`src/rtl/dpram_pkg.sv`:
```
// Shared DPRAM geometry and timing constants, used by the FIFO controller,
// the DPRAM model and their benches.
package dpram_pkg;

    localparam int RAM_WIDTH = 8;
    localparam int RAM_DEPTH = 16;
    localparam int ADDR_SZ   = $clog2(RAM_DEPTH);
    localparam int DEL       = 1;

    typedef logic [RAM_WIDTH-1:0] word_t;
    typedef logic [ADDR_SZ-1:0]   addr_t;
    typedef logic [ADDR_SZ:0]     ptr_t;
    typedef logic [ADDR_SZ+1:0]   lvl_t;

endpackage

```
`src/rtl/dpram_fifo_obuf.sv`:
```
// Two-entry in-order output buffer that sits behind the DPRAM read port.
// The head entry is a register, so the popped data leaves straight from a flop.
module dpram_fifo_obuf
    import dpram_pkg::*;
(
    input  logic       clk,
    input  logic       rst,
    input  logic       push_i,
    input  word_t      din_i,
    input  logic       pop_i,
    output word_t      head_o,
    output logic       valid_o,
    output logic [1:0] cnt_o
);

    word_t      ent0_q, ent0_d;
    word_t      ent1_q, ent1_d;
    logic [1:0] cnt_q, cnt_d;

    always_comb begin
        ent0_d = ent0_q;
        ent1_d = ent1_q;
        cnt_d  = cnt_q;
        case ({push_i, pop_i})
            2'b10: begin
                if (cnt_q == 2'd0) ent0_d = din_i;
                else               ent1_d = din_i;
                cnt_d = cnt_q + 2'd1;
            end
            2'b01: begin
                ent0_d = ent1_q;
                cnt_d  = cnt_q - 2'd1;
            end
            2'b11: begin
                // Count is unchanged; the arrival lands behind whatever remains.
                if (cnt_q == 2'd2) begin
                    ent0_d = ent1_q;
                    ent1_d = din_i;
                end else begin
                    ent0_d = din_i;
                end
            end
            default: ;
        endcase
    end

    always_ff @(posedge clk) begin
        if (rst) cnt_q <= 2'd0;
        else     cnt_q <= cnt_d;
    end

    always_ff @(posedge clk) begin
        ent0_q <= ent0_d;
        ent1_q <= ent1_d;
    end

    assign head_o  = ent0_q;
    assign valid_o = (cnt_q != 2'd0);
    assign cnt_o   = cnt_q;

endmodule

```
`src/rtl/dpram_fifo_ctrl.sv`:
```
// FIFO controller driving an external DPRAM: pointers, flow control and
// one-cycle read-latency hiding through a two-entry output buffer.
module dpram_fifo_ctrl
    import dpram_pkg::*;
(
    input  logic                 clk,
    input  logic                 reset,
    input  logic [RAM_WIDTH-1:0] wr_data,
    input  logic                 wr_valid,
    output logic                 wr_ready,
    output logic [RAM_WIDTH-1:0] rd_data,
    output logic                 rd_valid,
    input  logic                 rd_ready,
    output logic [ADDR_SZ+1:0]   level,
    output logic [RAM_WIDTH-1:0] ram_data_in,
    output logic [ADDR_SZ-1:0]   ram_wr_address,
    output logic                 ram_write,
    output logic [ADDR_SZ-1:0]   ram_rd_address,
    output logic                 ram_read,
    input  logic [RAM_WIDTH-1:0] ram_data_out
);

    ptr_t       wr_ptr_q, wr_ptr_d;
    ptr_t       rd_ptr_q, rd_ptr_d;
    logic       inflight_q, inflight_d;
    ptr_t       mem_cnt;
    logic       full;
    logic       push;
    logic       pop;
    logic       issue;
    logic [1:0] obuf_cnt;
    logic [2:0] pend;

    assign mem_cnt  = wr_ptr_q - rd_ptr_q;
    assign full     = (mem_cnt == ptr_t'(RAM_DEPTH));
    assign wr_ready = !full && !reset;
    assign push     = wr_valid && wr_ready;
    assign pop      = rd_valid && rd_ready;

    // Keep at most two words between the RAM and the consumer; a pop this
    // cycle frees a slot, which is what sustains one word per cycle.
    assign pend  = {1'b0, obuf_cnt} + {2'b00, inflight_q};
    assign issue = !reset && (mem_cnt != '0) && (pend < (3'd2 + {2'b00, pop}));

    assign ram_write      = push;
    assign ram_wr_address = wr_ptr_q[ADDR_SZ-1:0];
    assign ram_data_in    = wr_data;
    assign ram_read       = issue;
    assign ram_rd_address = rd_ptr_q[ADDR_SZ-1:0];

    assign wr_ptr_d   = wr_ptr_q + ptr_t'(push);
    assign rd_ptr_d   = rd_ptr_q + ptr_t'(issue);
    assign inflight_d = issue;

    always_ff @(posedge clk) begin
        if (reset) begin
            wr_ptr_q   <= '0;
            rd_ptr_q   <= '0;
            inflight_q <= 1'b0;
        end else begin
            wr_ptr_q   <= wr_ptr_d;
            rd_ptr_q   <= rd_ptr_d;
            inflight_q <= inflight_d;
        end
    end

    // Reset has priority inside the buffer, so a read in flight is dropped.
    dpram_fifo_obuf u_obuf (
        .clk     (clk),
        .rst     (reset),
        .push_i  (inflight_q),
        .din_i   (ram_data_out),
        .pop_i   (pop),
        .head_o  (rd_data),
        .valid_o (rd_valid),
        .cnt_o   (obuf_cnt)
    );

    assign level = lvl_t'(mem_cnt) + lvl_t'(inflight_q) + lvl_t'(obuf_cnt);

endmodule

```
`config.mk`:
```
export PLATFORM = sky130hd
export DESIGN_NAME = dpram_fifo_ctrl
export DESIGN_NICKNAME = d
export VERILOG_FILES = /design/src/rtl/dpram_pkg.sv /design/src/rtl/dpram_fifo_obuf.sv /design/src/rtl/dpram_fifo_ctrl.sv
export SDC_FILE = /design/constraint.sdc
export NUM_CORES = 1
export LEC_CHECK = 0
export CAP_MARGIN = 20
export CELL_PAD_IN_SITES_DETAIL_PLACEMENT = 1
export CELL_PAD_IN_SITES_GLOBAL_PLACEMENT = 2
export CORE_AREA = 4 4 69 103
export DETAILED_ROUTE_END_ITERATION = 16
export DIE_AREA = 0 0 73 107
export GPL_TIMING_DRIVEN = 0
export PLACE_DENSITY_LB_ADDON = 0.1
export SYNTH_ARGS = -nofsm -noshare
export SYNTH_HDL_FRONTEND = slang
export SYNTH_HIERARCHICAL = 1
export SYNTH_SLANG_ARGS = --single-unit
export TNS_END_PERCENT = 5
```
`constraint.sdc`:
```
create_clock -name clk -period 2.8 [get_ports clk]
set_input_delay 0.42 -clock clk [delete_from_list [all_inputs] [get_ports clk]]
set_output_delay 0.42 -clock clk [all_outputs]
set_load 0.02 [all_outputs]
```
### After elaboration in Yosys (flattened, before gate mapping)

Index checks and enable logic that the tools add are counted.
W data, S select, Z words.

| word-level totals | value |
|---|---|
| flip-flop bits (word level) | 29 |
| bits in latches | 0 |
| memory bits (writable) | 0 |
| memory bits (read-only) | 0 |
| input bits | 20 |
| output and inout port bits | 34 |
| memories kept | 0 |

| operators by class | value |
|---|---|
| add/sub/neg operators | 9 |
| $mul | 0 |
| divide/modulo/power cells | 0 |
| magnitude comparators | 1 |
| equal/unequal tests | 8 |
| shifts and indexed selects | 0 |
| mux-type cells | 7 |
| bitwise logic cells | 0 |
| reduce and logical (&&, ||, !) cells | 15 |

Operators with widths:

| cell | count |
|---|---|
| $mux W8 | 4 |
| $pmux W8 S3 | 1 |
| $pmux W8 S2 | 1 |
| $add A5 B1 Y5 | 2 |
| $add A5 B1 Y6 | 1 |
| $add A6 B2 Y6 | 1 |
| $eq A2 B2 Y1 const B | 3 |
| $reduce_bool A2 Y1 | 3 |
| $eq A5 B5 Y1 const B | 1 |
| $logic_and A1 B1 Y1 | 5 |
| $reduce_bool A5 Y1 | 1 |
| $sub A5 B5 Y5 | 1 |
| $ne A2 B1 Y1 const B | 2 |
| $pmux W2 S2 | 1 |
| $add A2 B1 Y3 | 1 |
| $add A2 B1 Y3 const A | 1 |
| $lt A3 B3 Y1 | 1 |
| $reduce_and A3 Y1 | 1 |
| $reduce_bool A3 Y1 | 1 |
| $add A2 B1 Y2 const B | 1 |
| $eq A2 B1 Y1 const B | 1 |
| $logic_not A1 Y1 | 2 |
| $logic_not A2 Y1 | 1 |
| $ne A2 B2 Y1 const B | 1 |
| 2 further kinds | 2 |

### Depth between registers and ports, before layout

Gate-level depths: netlist (run 1).

| depth | value |
|---|---|
| word-level depth | 6 |
| gate-level depth with buffers | 12 |

### Modules after synthesis

Netlist (run 1), hierarchy kept.

By module, submodules not included:

| module | times used | cells each | area each (um^2) | seq. area each (um^2) |
|---|---|---|---|---|
| dpram_fifo_ctrl | 1 | 102 | 903.4 | 220.2 |
| dpram_fifo_obuf | 1 | 60 | 803.3 | 520.5 |

### Worst setup path before layout (run 1)

Ideal clock, no wire load.

| timing path | value |
|---|---|
| path kind | reg2reg |
| start | register wr_ptr_q[0] |
| end | register wr_ptr_q[4] |
| setup time | 0.128 ns |
| arrival | 2.597 ns |
| data required time | 2.672 ns |
| setup slack | 0.076 ns |
| cell stages (with the launch flop) | 13 |
| period minus slack after synthesis | 2.724 ns |
| cells stage by stage | dfxtp_1 inv_1 ha_1 fa_1 nand2b_1 a21oi_2 xnor2_1 a41oi_1 ha_1 ha_1 nand3_1 xor2_1 nor2_1 |

| between the ends | value |
|---|---|
| longest elaborated chain between the ends | 6 |

RTL lines:

| item | line | source |
|---|---|---|
| start: declaration | dpram_fifo_ctrl.sv:23 | `ptr_t wr_ptr_q, wr_ptr_d;` |
| start signal: assignment | dpram_fifo_ctrl.sv:61 | `wr_ptr_q <= wr_ptr_d;` |
| $sub A5 B5 Y5 | dpram_fifo_ctrl.sv:34 | `assign mem_cnt = wr_ptr_q - rd_ptr_q;` |
| $eq A5 B5 Y1 | dpram_fifo_ctrl.sv:35 | `assign full = (mem_cnt == ptr_t'(RAM_DEPTH));` |
| $logic_not A1 Y1 | dpram_fifo_ctrl.sv:36 | `assign wr_ready = !full && !reset;` |
| $logic_and A1 B1 Y1 | dpram_fifo_ctrl.sv:36 |  |
| $logic_and A1 B1 Y1 | dpram_fifo_ctrl.sv:37 | `assign push = wr_valid && wr_ready;` |
| net ram_write | dpram_fifo_ctrl.sv:17 | `output logic ram_write,` |
| $add A5 B1 Y5 | dpram_fifo_ctrl.sv:51 | `assign wr_ptr_d = wr_ptr_q + ptr_t'(push);` |

The timed path passes the listed nets, and every way through them passes these cells.
A chain may end at the register's enable or synchronous reset.

### Worst setup path in the final report (run 1)

| timing path | value |
|---|---|
| start | register wr_ptr_q[0] |
| end | output port level[4] |

| between the ends | value |
|---|---|
| longest elaborated chain between the ends | 3 |

RTL lines:

| item | line | source |
|---|---|---|
| $sub A5 B5 Y5 | dpram_fifo_ctrl.sv:34 |  |
| $add A5 B1 Y6 | dpram_fifo_ctrl.sv:79 | `assign level = lvl_t'(mem_cnt) + lvl_t'(inflight_q) + lvl_t'(obuf_cnt);` |
| $add A6 B2 Y6 | dpram_fifo_ctrl.sv:79 |  |
| end: declaration | dpram_fifo_ctrl.sv:14 | `output logic [ADDR_SZ+1:0] level,` |

No other way between the ends.

==> results of run 1 <==
==> through the flow <==
stage               cells  instance area (um2)
floorplan             162                 1707
global placement      281                 2250
detailed placement    282                 2255
CTS                   292                 2371
global route          293                 2411
finish                293                 2411
==> what timing repair did <==
item                       in CTS  in global routing
gates resized for setup        28                 11
buffers inserted                2                  0
pin swaps                       4                  3
setup endpoints to repair      10                  9
==> kinds of logic (layout without fill, tap and decap cells) <==
| group | Yosys count | after routing |
|---|---|---|
| AND/OR/NAND/NOR | 42 | 42 |
| buffers and inverters | 32 | 89 |
| flip-flops | 29 | 29 |
| AO/OA/AOI/OAI | 28 | 28 |
| adder cells (fa/ha/maj) | 17 | 17 |
| XOR/XNOR | 14 | 14 |
==> layout make-up <==
type | instances | area, um2
Buffer | 19 | 132.6
Multi-Input combinational cell | 101 | 844.6
Timing Repair Buffer | 49 | 466.7
Sequential cell | 29 | 744.5
Clock buffer | 5 | 68.82
Fill cell | 707 | 3764
Tap cell | 74 | 92.59
Inverter | 13 | 48.80
Clock inverter | 3 | 12.51
==> cell usage after synthesis (3+ instances only) <==
cell type	count
a32oi_1	10
nand2_1	8
o21ai_0	3
nand2b_1	3
xor2_1	6
nor2_1	15
dfxtp_1	13
a22o_1	3
nor2b_1	6
a21oi_1	3
inv_1	13
buf_4	16
ha_1	14
nand3_1	5
xnor2_1	8
fa_1	3
edfxtp_1	16
==> state kept, by name (all words and copies together) (netlist names) <==
register and count:
wr_ptr_q 5, rd_ptr_q 5, u_obuf/cnt_o 2, u_obuf/ent1_q 8, u_obuf/head_o 8, inflight_q 1
==> how the worst max path moves through the flow <==
stage	cells after the start	endpoint
2_1_floorplan	12	wr_ptr_q[4]
3_3_place_gp	9	level[4]
3_5_place_dp	9	level[4]
4_1_cts	9	level[4]
5_1_grt	9	level[4]
6_report	9	level[4]
==> report_power, final <==
part	total, W	internal (W)	switching, W
logic	0.00127	0.000570	0.000695
registers	0.000682	0.000605	0.0000768
clock network	0.000319	0.000167	0.000152
total	0.00227	0.00134	0.000924
==> layout by cell type, fill, tap and decap left out, types with 2 or more instances in the layout <==
master / count
clkinv_1: 2
a22o_1: 3
clkdlybuf4s15_1: 2
clkdlybuf4s15_2: 2
o21ai_0: 3
buf_2: 2
xnor2_1: 6
nand2b_1: 2
a41oi_1: 2
clkbuf_8: 5
o311a_1: 2
dfxtp_2: 3
clkbuf_1: 2
dfxtp_1: 10
fa_1: 2
nand2_1: 8
a21o_1: 2
a32oi_1: 10
a21oi_1: 3
nand3_1: 5
edfxtp_1: 16
clkbuf_2: 2
inv_1: 12
ha_1: 12
xor2_1: 5
nor2_1: 15
buf_4: 19
clkdlybuf4s50_1: 37
nor2b_1: 6
ha_2: 2
==> worst reg2reg max path, stage by stage, from the launching register on <==
cell and delay (ns):
dfxtp_2 0.32, inv_1 0.04, ha_2 0.18, fa_1 0.42, nand2b_4 0.17, a21oi_4 0.19
xnor2_4 0.12, o311a_1 0.35, ha_1 0.24, ha_1 0.22, nand3_1 0.10, xor2_1 0.15
nor2_1 0.05
==> layer usage <==
layer / vias to the layer above / GRT usage / wire length, um
met5: - / 0 / 0
met4: 0 / 0.03562 / 23
met3: 2 / 0.02627 / 148
met2: 34 / 0.2260 / 2516
met1: 649 / 0.1048 / 1454
li1: 666 / - / -
==> flow_summary.json, run 1 <==
{
  "status": "finished with violations",
  "failed_checks": "negative setup slack",
  "synth_top_area_share": 0.2815,
  "place.port_buffers": 45,
  "hold_depth": 2,
  "rows": 35,
  "synth-xor-area-share": 0.07185,
  "fin_nets": 255,
  "core_area_mm2": 0.006175,
  "cts_tree": "yes",
  "synth.area.top_cells": "edfxtp_1 (28%), dfxtp_1 (15%), ha_1 (10%)",
  "wirelength_mm": 4.142,
  "finalCriticalPeriod_ns": 2.830,
  "relSlewSlack": 0.6764,
  "syn_area_mm2": 0.001707,
  "maxCapViolCount": 0,
  "place_ws_ns": -0.4261,
  "fin_skew_ns": 0.003408,
  "wl_per_cell_um": 14.14,
  "synth_cell_types": 29,
  "seq_area_frac_synth": 0.4340,
  "max_stage_delay_ns": 0.49,
  "max_freq_mhz": 353.4,
  "synth_flop_cell": "edfxtp_1",
  "synth_top_cell_by_area": "edfxtp_1",
  "startpoint": "wr_ptr_q[0]",
  "dp_hpwl_mm": 3.417,
  "overflow": 0,
  "powerDensity_mw_per_mm2": 939.9,
  "r2r_cells": 12,
  "ys_ff_latch": 29,
  "hold_start": "wr_ptr_q[4]",
  "hold_end": "wr_ptr_q[4]",
  "crit_chain": "inv_1, ha_2, fa_1, inv_2, fa_2, inv_1, or4b_4, xnor2_2, buf_4",
  "hold_violations": 0,
  "grt_pass1_wl_mm": 6.872,
  "antenna_left": 0,
  "grt_start_max_net_pins": 11,
  "start_util": 0.2764,
  "synthesis.nets": 199,
  "diodes": 0,
  "cts_buffer_depth": 2,
  "via_per_inst": 4.611,
  "num_vias": 1351,
  "slew_violations": 0,
  "clk_latency_ns": 0.27,
  "synthMuxAreaShare": 0,
  "drive_above_1_share": 0.2100,
  "synth-compound-area-share": 0.1298,
  "die-area_mm2": 0.007811,
  "synthAdderAreaFrac": 0.1378,
  "grt_setup_unrepaired": "yes",
  "initialDrtViolationCount": 38,
  "crit_family": "adder cells",
  "route.detailed.drc": 0,
  "setup_slack_ns": -0.02990,
  "avgSynthCellArea_um2": 10.53,
  "synth_warnings": 6,
  "critPathBufInv": 4,
  "crit_path_top_delay_cell": "or4b_4",
  "irDropWorstVdd_mv": 0.2916,
  "cts_buffers": 5,
  "syn_to_final_growth_pct": 41.28,
  "worstPathMaxFanout": 3,
  "place_congestion": 0.6908,
  "tightest_slew_ns": 0.4836,
  "setup_viol_count_final": 2,
  "clock-root-buffer": "clkbuf_8",
  "ioPinCount": 54,
  "grt_pass1_vias": 1502,
  "synth_top_family_by_area": "adder cells",
  "cts.sinks": 29,
  "regToRegStartpoint": "wr_ptr_q[0]",
  "power_w": 0.002266,
  "holdWs_ns": 0.5437,
  "postSynth.asyncResetShare": 0,
  "end_kind": "primary output",
  "arrival_ns": 2.41,
  "final_core_util": 0.3905,
  "reg2reg_slack_ns": 0.11,
  "die_w_um": 73,
  "leakage_nw": 1.013,
  "antenna_found_initial": 0,
  "synth_edf_count": 16,
  "h-tree-depth": 2,
  "first_pass_iters": 4,
  "clkTransAtPathRegs_ns": 0.06,
  "crit_path_frequent_cell": "inv_1",
  "synth-simple-area-share": 0.1202,
  "setup-tns-final_ns": -0.05537,
  "grt_util_all_layers": 0.1122,
  "cp.required_ns": 2.38,
  "netlist_instances": 162,
  "crit_type": "flip-flop to primary output",
  "r2r_end": "rd_ptr_q[4]",
  "fin_crit_sh": 1.011,
  "min_path_type": "flip-flop to flip-flop",
  "startpoint_type": "flip-flop",
  "cts_hold_buf": 0,
  "die_h_um": 107
}
No activity file was read; power rests on OpenSTA's default activity.
==> run 2, diff against run 1 <==
- CORE_AREA: 4 4 69 103 -> 4 4 60 90
- DIE_AREA: 0 0 73 107 -> 0 0 64 94
- DONT_BUFFER_PORTS: unset -> 1
==> run 2 against run 1 <==
Against the previous run:
- the flow now finishes without violations
- worst setup slack gained 0.040 ns
- power shrank 5.8%
- critical path depth grew 4
- register-to-register slack lost 0.099 ns
==> flow_summary.json, run 2 (synthesis results as in run 1) <==
{
  "status": "complete, no violations",
  "grt_pass1_vias": 1311,
  "startpoint": "wr_ptr_q[0]",
  "rows": 31,
  "relSlewSlack": 0.5215,
  "powerDensity_mw_per_mm2": 1043,
  "maxCapViolCount": 0,
  "grt_start_max_net_pins": 11,
  "crit_chain": "inv_2, ha_4, fa_2, inv_2, buf_4, nor2_4, nand2_1, o311a_4, ha_2, ha_1, nand3_1, xor2_1, nor2_1",
  "irDropWorstVdd_mv": 0.3312,
  "cts_buffers": 5,
  "via_per_inst": 5.105,
  "startpoint_type": "flip-flop",
  "place_congestion": 0.7817,
  "cts_hold_buf": 0,
  "setup_slack_ns": 0.01054,
  "max_freq_mhz": 358.5,
  "antenna_left": 0,
  "overflow": 0,
  "cts_tree": "yes",
  "syn_to_final_growth_pct": 19.94,
  "finalCriticalPeriod_ns": 2.789,
  "final_common_cell": "buf_4",
  "reg2reg_slack_ns": 0.01,
  "core_area_mm2": 0.004693,
  "grt_setup_unrepaired": "yes",
  "place.port_buffers": 0,
  "final_core_util": 0.4362,
  "start_util": 0.3636,
  "final_cell_count_no_fill": 238,
  "wirelength_mm": 3.864,
  "drive_above_1_share": 0.3081,
  "min_path_type": "input port to flip-flop",
  "grt_util_all_layers": 0.1358,
  "fin_nets": 208,
  "power_w": 0.002134,
  "die-area_mm2": 0.006016,
  "antenna_found_initial": 0,
  "wl_per_cell_um": 16.24,
  "cp-endpoint": "rd_ptr_q[4]",
  "die_w_um": 64,
  "num_vias": 1215,
  "crit_path_top_delay_cell": "fa_2",
  "clock-root-buffer": "clkbuf_8",
  "nFillCells": 513,
  "layout_common_cells": "buf_4 (17), edfxtp_1 (16), nor2_1 (13)",
  "leakage_nw": 0.8356,
  "r2r_end": "rd_ptr_q[4]",
  "place_ws_ns": -0.3083,
  "end_kind": "flip-flop",
  "holdWs_ns": 0.1950,
  "regToRegStartpoint": "wr_ptr_q[0]",
  "die_h_um": 94,
  "cts_buffer_depth": 2,
  "crit_path_frequent_cell": "inv_2",
  "worstPathMaxFanout": 3,
  "first_pass_iters": 4,
  "hold_violations": 0,
  "clk_latency_ns": 0.28,
  "r2r_cells": 13,
  "route.detailed.drc": 0,
  "clkTransAtPathRegs_ns": 0.06,
  "ioPinCount": 54,
  "dp_hpwl_mm": 3.022,
  "dp_cells": 229,
  "tightest_slew_ns": 0.7129,
  "h-tree-depth": 2,
  "fin_skew_ns": 0.003516,
  "max_stage_delay_ns": 0.52,
  "fin_crit_sh": 0.9962,
  "crit_type": "flip-flop to flip-flop",
  "setup_viol_count_final": 0,
  "diodes": 0,
  "cts.sinks": 29,
  "grt_pass1_wl_mm": 6.285,
  "cp.required_ns": 2.95,
  "arrival_ns": 2.94,
  "slew_violations": 0,
  "initialDrtViolationCount": 63
}
## run 2: stage by stage
| step | cell area (um2) | TNS [ns] |
|---|---|---|
| floorplan | 1707 | 0 |
| global placement | 1789 | -2.624 |
| detailed placement | 1794 | -1.994 |
| CTS | 2021 | -0.01478 |
| global route | 2047 | -0.3874 |
| finish | 2047 | 0 |
## run 2: area by class of cell
type	count	area (um2)	share of cell area
multi-input combinational	101	939.7	0.4590
inverter	13	48.80	0.02384
timing repair buffer	2	12.51	0.006112
sequential	29	744.5	0.3637
tap	66	82.58	0.04034
buffer	19	132.6	0.06479
clock buffer	5	68.82	0.03362
clock inverter	3	17.52	0.008557
## run 2: what timing repair did
action	4_1_cts	5_1_grt
gates resized for setup	27	5
pin swaps	7	0
setup endpoints to repair	22	15
buffers inserted	1	0
## run 2: power breakdown
group	internal, W	leakage (nW)	switching (W)
sequential	0.000613	0.256	0.000160
combinational	0.000390	0.536	0.000639
clock	0.000171	0.0439	0.000162
total	0.00117	0.836	0.000961
## run 2: routing by layer
layer | global-route usage | wire, um | vias up
met4 | 0.04324 | 53 | 0
met5 | 0 | 0 | -
li1 | - | - | 570
met3 | 0.04192 | 163 | 6
met2 | 0.2778 | 2358 | 24
met1 | 0.1203 | 1288 | 615
## run 2: worst min path at each step
stage | start | endpoint | slack (ns) | cells after the start
floorplan | reset | u_obuf/cnt_o[1] | 0.49 | 1
finish | reset | wr_ptr_q[0] | 0.19 | 1
CTS | reset | wr_ptr_q[0] | 0.18 | 1
global route | reset | wr_ptr_q[0] | 0.19 | 1
detailed placement | reset | u_obuf/cnt_o[1] | 0.49 | 1
global placement | reset | u_obuf/cnt_o[1] | 0.49 | 1
## run 2: worst max-delay path, delay by kind of cell, from the launching register on
| family | cells | cell delay (ns) |
|---|---|---|
| AOI/OAI and AO/OA | 1 | 0.45 |
| and+or+nand+nor | 4 | 0.38 |
| adders and majority gates | 4 | 1.07 |
| buffers and inverters | 3 | 0.24 |
| xor gates and xnor gates | 1 | 0.16 |
| DFF | 1 | 0.35 |
